File: config.mk
export PLATFORM = sky130hd
export DESIGN_NAME = prog_lut_ram
export DESIGN_NICKNAME = d
export VERILOG_FILES = /design/src/rtl/prog_lut_ram.sv
export SDC_FILE = /design/constraint.sdc
export NUM_CORES = 1
export LEC_CHECK = 0
export CELL_PAD_IN_SITES_DETAIL_PLACEMENT = 2
export CELL_PAD_IN_SITES_GLOBAL_PLACEMENT = 2
export CORE_MARGIN = 5
export CORE_UTILIZATION = 39
export CTS_CLUSTER_SIZE = 20
export DETAILED_ROUTE_END_ITERATION = 10
export PLACE_DENSITY_LB_ADDON = 0.1
export REMOVE_ABC_BUFFERS = 1
export SLEW_MARGIN = 10
export SYNTH_ARGS = -nofsm -noshare
export SYNTH_HDL_FRONTEND = slang
export SYNTH_SLANG_ARGS = --single-unit
File: constraint.sdc
create_clock -name i_clk -period 4.2 [get_ports i_clk]
set_clock_uncertainty 0.1 [all_clocks]
set_input_delay 0.42 -clock i_clk [delete_from_list [all_inputs] [get_ports i_clk]]
set_output_delay 0.42 -clock i_clk [all_outputs]
set_load 0.02 [all_outputs]
File: src/rtl/prog_lut_ram.sv
// prog_lut_ram: writable 2**ADDR_W x DATA_W lookup table, identity-initialised, with a valid/ready read pipeline.
// Define PROG_LUT_PARITY_EN to add per-entry even parity, the i_wr_par_flip injection input and the o_out_perr output.
module prog_lut_ram #(
  parameter int ADDR_W  = 4,
  parameter int DATA_W  = 4,
  parameter int OUT_REG = 1
) (
  input  logic              i_clk,
  input  logic              i_rst_n,
  input  logic              i_init_req,
  output logic              o_busy,
  input  logic              i_wr_en,
  input  logic [ADDR_W-1:0] i_wr_addr,
  input  logic [DATA_W-1:0] i_wr_data,
`ifdef PROG_LUT_PARITY_EN
  input  logic              i_wr_par_flip,
  output logic              o_out_perr,
`endif
  input  logic              i_in_valid,
  output logic              o_in_ready,
  input  logic [ADDR_W-1:0] i_in_addr,
  output logic              o_out_valid,
  input  logic              i_out_ready,
  output logic [ADDR_W-1:0] o_out_addr,
  output logic [DATA_W-1:0] o_out_data
);

  localparam int DEPTH = 2 ** ADDR_W;

  typedef enum logic {INIT, RUN} state_t;

  state_t            r_state, w_nextState;
  logic [ADDR_W-1:0] r_cnt, w_nextCnt;
  logic [DATA_W-1:0] r_mem [DEPTH];

  logic              r_s1Valid;
  logic [ADDR_W-1:0] r_s1Addr;
  logic [DATA_W-1:0] r_s1Data;

  logic              w_flush, w_wrFire, w_bypass, w_accept;
  logic              w_s1Load, w_s1Advance;
  logic [DATA_W-1:0] w_initData, w_rdData;

  assign o_busy     = (r_state == INIT);
  assign w_flush    = (r_state == RUN) && i_init_req;
  assign w_wrFire   = i_wr_en && (r_state == RUN) && !i_init_req;
  assign w_initData = DATA_W'(r_cnt);
  assign w_s1Load   = !r_s1Valid || w_s1Advance;
  assign o_in_ready = !o_busy && w_s1Load;
  assign w_accept   = i_in_valid && o_in_ready;
  // Same-cycle write to the looked-up address is forwarded so the lookup sees the new value.
  assign w_bypass   = w_wrFire && (i_wr_addr == i_in_addr);
  assign w_rdData   = w_bypass ? i_wr_data : r_mem[i_in_addr];

  always_ff @(posedge i_clk or negedge i_rst_n) begin
    if (!i_rst_n) begin
      r_state <= INIT;
      r_cnt   <= '0;
    end else begin
      r_state <= w_nextState;
      r_cnt   <= w_nextCnt;
    end
  end

  always_comb begin
    w_nextState = r_state;
    w_nextCnt   = r_cnt;
    case (r_state)
      INIT: begin
        w_nextCnt = r_cnt + ADDR_W'(1);
        if (&r_cnt) w_nextState = RUN;
      end
      RUN: begin
        if (i_init_req) begin
          w_nextState = INIT;
          w_nextCnt   = '0;
        end
      end
      default: w_nextState = INIT;
    endcase
  end

  // The array has no reset; the INIT sweep is the only thing that defines its contents.
  always_ff @(posedge i_clk) begin
    if (r_state == INIT) r_mem[r_cnt] <= w_initData;
    else if (w_wrFire) r_mem[i_wr_addr] <= i_wr_data;
  end

`ifdef PROG_LUT_PARITY_EN
  logic r_par [DEPTH];
  logic w_rdPerr;
  logic r_s1Perr;

  assign w_rdPerr = w_bypass ? i_wr_par_flip : (r_par[i_in_addr] ^ (^r_mem[i_in_addr]));

  always_ff @(posedge i_clk) begin
    if (r_state == INIT) r_par[r_cnt] <= ^w_initData;
    else if (w_wrFire) r_par[i_wr_addr] <= (^i_wr_data) ^ i_wr_par_flip;
  end

  always_ff @(posedge i_clk or negedge i_rst_n) begin
    if (!i_rst_n) r_s1Perr <= 1'b0;
    else if (w_accept) r_s1Perr <= w_rdPerr;
  end
`endif

  always_ff @(posedge i_clk or negedge i_rst_n) begin
    if (!i_rst_n) begin
      r_s1Valid <= 1'b0;
      r_s1Addr  <= '0;
      r_s1Data  <= '0;
    end else begin
      if (w_flush) r_s1Valid <= 1'b0;
      else if (w_s1Load) r_s1Valid <= w_accept;
      if (w_accept) begin
        r_s1Addr <= i_in_addr;
        r_s1Data <= w_rdData;
      end
    end
  end

  generate
    if (OUT_REG != 0) begin : g_outReg
      logic              r_s2Valid;
      logic [ADDR_W-1:0] r_s2Addr;
      logic [DATA_W-1:0] r_s2Data;
      logic              w_s2Load;

      assign w_s2Load    = !r_s2Valid || i_out_ready;
      assign w_s1Advance = r_s1Valid && w_s2Load;

      always_ff @(posedge i_clk or negedge i_rst_n) begin
        if (!i_rst_n) begin
          r_s2Valid <= 1'b0;
          r_s2Addr  <= '0;
          r_s2Data  <= '0;
        end else begin
          if (w_flush) r_s2Valid <= 1'b0;
          else if (w_s2Load) r_s2Valid <= r_s1Valid;
          if (w_s1Advance) begin
            r_s2Addr <= r_s1Addr;
            r_s2Data <= r_s1Data;
          end
        end
      end

      assign o_out_valid = r_s2Valid;
      assign o_out_addr  = r_s2Addr;
      assign o_out_data  = r_s2Data;

`ifdef PROG_LUT_PARITY_EN
      logic r_s2Perr;
      always_ff @(posedge i_clk or negedge i_rst_n) begin
        if (!i_rst_n) r_s2Perr <= 1'b0;
        else if (w_s1Advance) r_s2Perr <= r_s1Perr;
      end
      assign o_out_perr = r_s2Perr;
`endif
    end else begin : g_noOutReg
      assign w_s1Advance = r_s1Valid && i_out_ready;
      assign o_out_valid = r_s1Valid;
      assign o_out_addr  = r_s1Addr;
      assign o_out_data  = r_s1Data;
`ifdef PROG_LUT_PARITY_EN
      assign o_out_perr  = r_s1Perr;
`endif
    end
  endgenerate

endmodule

==> flow_summary_export.csv <==
group,metric,value,unit
outcome,status,"completed",
final_layout,area_growth,16.25,%
floorplanning,die_h,109.1,um
sta,period_minus_slack,2725,ps
critical_path,path_cells,"clkinv_1, a21oi_1, clkdlybuf4s50_1",
floorplanning,start_util,39.52,%
sta,setup_tns,0,ps
pwr,p_per_area,665.6,nW/um^2
global_route,grt_antenna_before_repair,0,
yosys,synth_area,3827,um^2
placed_design,pre_cts_ws,1316,ps
worst_hold_path,min_from,"r_s1Addr[2]",
worst_hold_path,hold_path.class,"flop to flop",
critical_path,cp_num_buf_inv,2,
placed_design,finalWeightedCongestion,0.7677,
floorplanning,core_area,9684,um^2
critical_path,r2r_cells,4,
detailed_routing,drc,0,
worst_hold_path,holdPathEnd,"r_s1Addr[2]",
detailed_routing,drt_iter0_markers,105,
critical_path,cp_slowest_cell,"dfrtp_1",
yosys,synth_ff_type,"edfxtp_1",
critical_path,path_max_fanout,12,
pwr,power_switching,0.001025,W
sta,finalCritPeriodShare,64.89,%
cts,cts-htree-levels,3,
cts,cts_resized,0,
global_route,grt_pass1_vias,2586,
sta,slew_headroom,52.28,%
detailed_routing,drt-total-wl,9980,um
final_layout,n_antenna_cell,0,
yosys,synth_area_leaders,"edfxtp_1 (50%), dfrtp_1 (15%), mux4_1 (10%)",
cts,clk_pin_slew,90,ps
pwr,internal-power,0.001937,W
floorplanning,rows,36,
placed_design,place_hpwl,7037,um
yosys,synthTopCellsByCount,"edfxtp_1 (64), nand2_1 (26), nor2_1 (25)",
cts,root_buffer,"clkbuf_8",
global_route,track_usage,18.28,%
floorplanning,ios,29,
sta,setup_viol,0,
critical_path,cp_top_family,"buffers and inverters",
sta,final_hold_viol_count,0,
critical_path,critical_path_arrival,2210,ps
sta,hold_ws,385.7,ps
critical_path,reg2reg_to,"r_mem[9][3]",
cts,cts_buffer_depth,2,
sta,setup_ws,1475,ps
final_layout,nets,310,
yosys,netlist_instances,258,
detailed_routing,ant_nets,0,
critical_path,regToRegStartpoint,"r_state",
cts,clock_latency,370,ps
critical_path,critPathCaptureType,"output port",
sta,rsz0062_at_grt,"no",
sta,max_freq,0.3669,GHz
critical_path,rrSetupSlack,1760,ps
pwr,p_clk_share,22.1,%
detailed_routing,via_count,2351,
global_route,grt_pass1_wl,15690,um
cts,cts_setup_buffers,0,
cts,cts_buffers,9,
floorplanning,die_x,109.1,um
sta,drv_slew,0,
yosys,async_flop_share,26.44,%
placed_design,io_buffers,28,
critical_path,required,3680,ps
sta,tightest_slew,712.4,ps
floorplanning,die_area,11900,um^2
yosys,synth_area_per_cell,14.83,um^2
critical_path,slowest_delay,630,ps
detailed_routing,drt-wirelength-per-cell,23.32,um
yosys,ys_warn_count,0,
final_layout,fillers,931,
critical_path,crit_type,"flop to output port",
pwr,p_comb_share,30.3,%
global_route,grt_start_max_net_pins,24,
cts,hold_buffers,0,
run,cap_viol_max_count,0,
pwr,swShare,34.61,%
pwr,seqPwrFrac,47.6,%
global_route,grt-ovfl-total,0,
detailed_routing,vias_per_cell,5.493,
critical_path,cp-start-kind,"flop",
pwr,p_leak,1.603,nW
yosys,ys_seq_area_share,65.25,%
cts,cts_tree,"done",
yosys,synth_area_leader_cell,"edfxtp_1",
pwr,fin_total_pwr,0.002962,W
yosys,synth_edf_count,64,
yosys,synth_top_area_share,50.21,%
final_layout,layout-drive-gt1-share,11.19,%
yosys,yosys_register_bits,87,
yosys,yosysMostFrequentCell,"edfxtp_1",
yosys,yosys.cell_types.count,44,
worst_hold_path,whs_path_depth,2,
pwr,ir_drop,0.2130,mV
cts,clkSinkCount,87,
detailed_routing,firstDrtPassIters,4,
[placed cells by master, fill, tap and decap left out, types with 3 or more instances in the layout]
| cell type | n |
|---|---|
| mux2_2 | 8 |
| mux4_1 | 15 |
| clkdlybuf4s50_1 | 27 |
| xor2_1 | 3 |
| o21ai_0 | 11 |
| nor2_1 | 25 |
| buf_4 | 5 |
| a21oi_1 | 8 |
| nand2_1 | 26 |
| dfrtp_1 | 23 |
| nor2b_1 | 3 |
| inv_1 | 5 |
| nor3_1 | 4 |
| clkbuf_8 | 9 |
| edfxtp_1 | 64 |
| a31oi_1 | 10 |
| inv_6 | 3 |
| nand3_1 | 10 |
| a22oi_1 | 4 |
[state kept, by name, indices dropped and copies added, names as in the netlist]
register / count
o_out_valid: 1
r_state: 1
r_cnt: 4
o_out_data: 4
r_mem: 64
o_out_addr: 4
r_s1Valid: 1
r_s1Addr: 4
r_s1Data: 4
[layer usage]
metal | GRT usage (%) | vias up | part of all wire (%)
met3 | 3.493 | 11 | 3.8
met5 | 0 | - | 0
met1 | 24.86 | 1233 | 45
met4 | 5.410 | 0 | 1.4
li1 | - | 1058 | -
met2 | 29.82 | 49 | 50
[power by group through the flow]
stage,clock network (W),registers [W],logic [W]
2_1_floorplan,0,0.00142,0.000478
3_3_place_gp,0,0.00142,0.000873
3_5_place_dp,0,0.00143,0.000906
4_1_cts,0.000665,0.00141,0.000914
5_1_grt,0.000706,0.00144,0.000971
6_report,0.000656,0.00141,0.000896
[worst max-delay path by stage]
| stage | end | slack (ps) | depth (start not counted) | startpoint |
|---|---|---|---|---|
| after floorplan | r_s1Data[0] | 2130 | 4 | r_state |
| after global placement | r_s1Data[0] | 1410 | 7 | i_in_addr[0] |
| after detailed placement | r_s1Data[0] | 1320 | 7 | i_in_addr[0] |
| after CTS | o_in_ready | 1460 | 3 | r_state |
| after global routing | o_in_ready | 1340 | 3 | r_state |
| final | o_in_ready | 1470 | 3 | r_state |
[tightest hold or removal path, delay by kind of cell (launching register included)]
| kind | cells | cell delay [ps] |
|---|---|---|
| AND/OR/NAND/NOR | 2 | 100 |
| flip-flops | 1 | 350 |
[per-stage QoR]
step	instances	instance area [um^2]	utilization, %
floorplan	246	3746	-
global placement	412	4230	43.68
detailed placement	412	4230	43.68
CTS	427	4444	45.89
global route	428	4449	45.94
finish	428	4449	45.94
[cell type report]
class                   count  area [um^2]  area share (%)
inverters                   6        22.52          0.5062
repair buffers             34        322.8           7.255
flip-flops and latches     87         2497           56.13
multi-input cells         153         1226           27.56
clock buffers               9        123.9           2.784
well taps                 133        166.4           3.740
clock inverters             6        90.09           2.025
[cells by family (layout without fill, tap and decap cells)]
| group | Yosys count | in the layout | share of synthesized area, % |
|---|---|---|---|
| adder cells (fa/ha/maj) | 1 | 1 | 0.3269 |
| flip-flops | 87 | 87 | 65.25 |
| buffers and inverters | 18 | 55 | 2.713 |
| multiplexers | 25 | 25 | 13.50 |
| AND/OR/NAND/NOR | 79 | 79 | 9.285 |
| AO/OA/AOI/OAI | 43 | 43 | 7.780 |
| XOR/XNOR | 5 | 5 | 1.144 |
(Power assumes the default switching activity.)
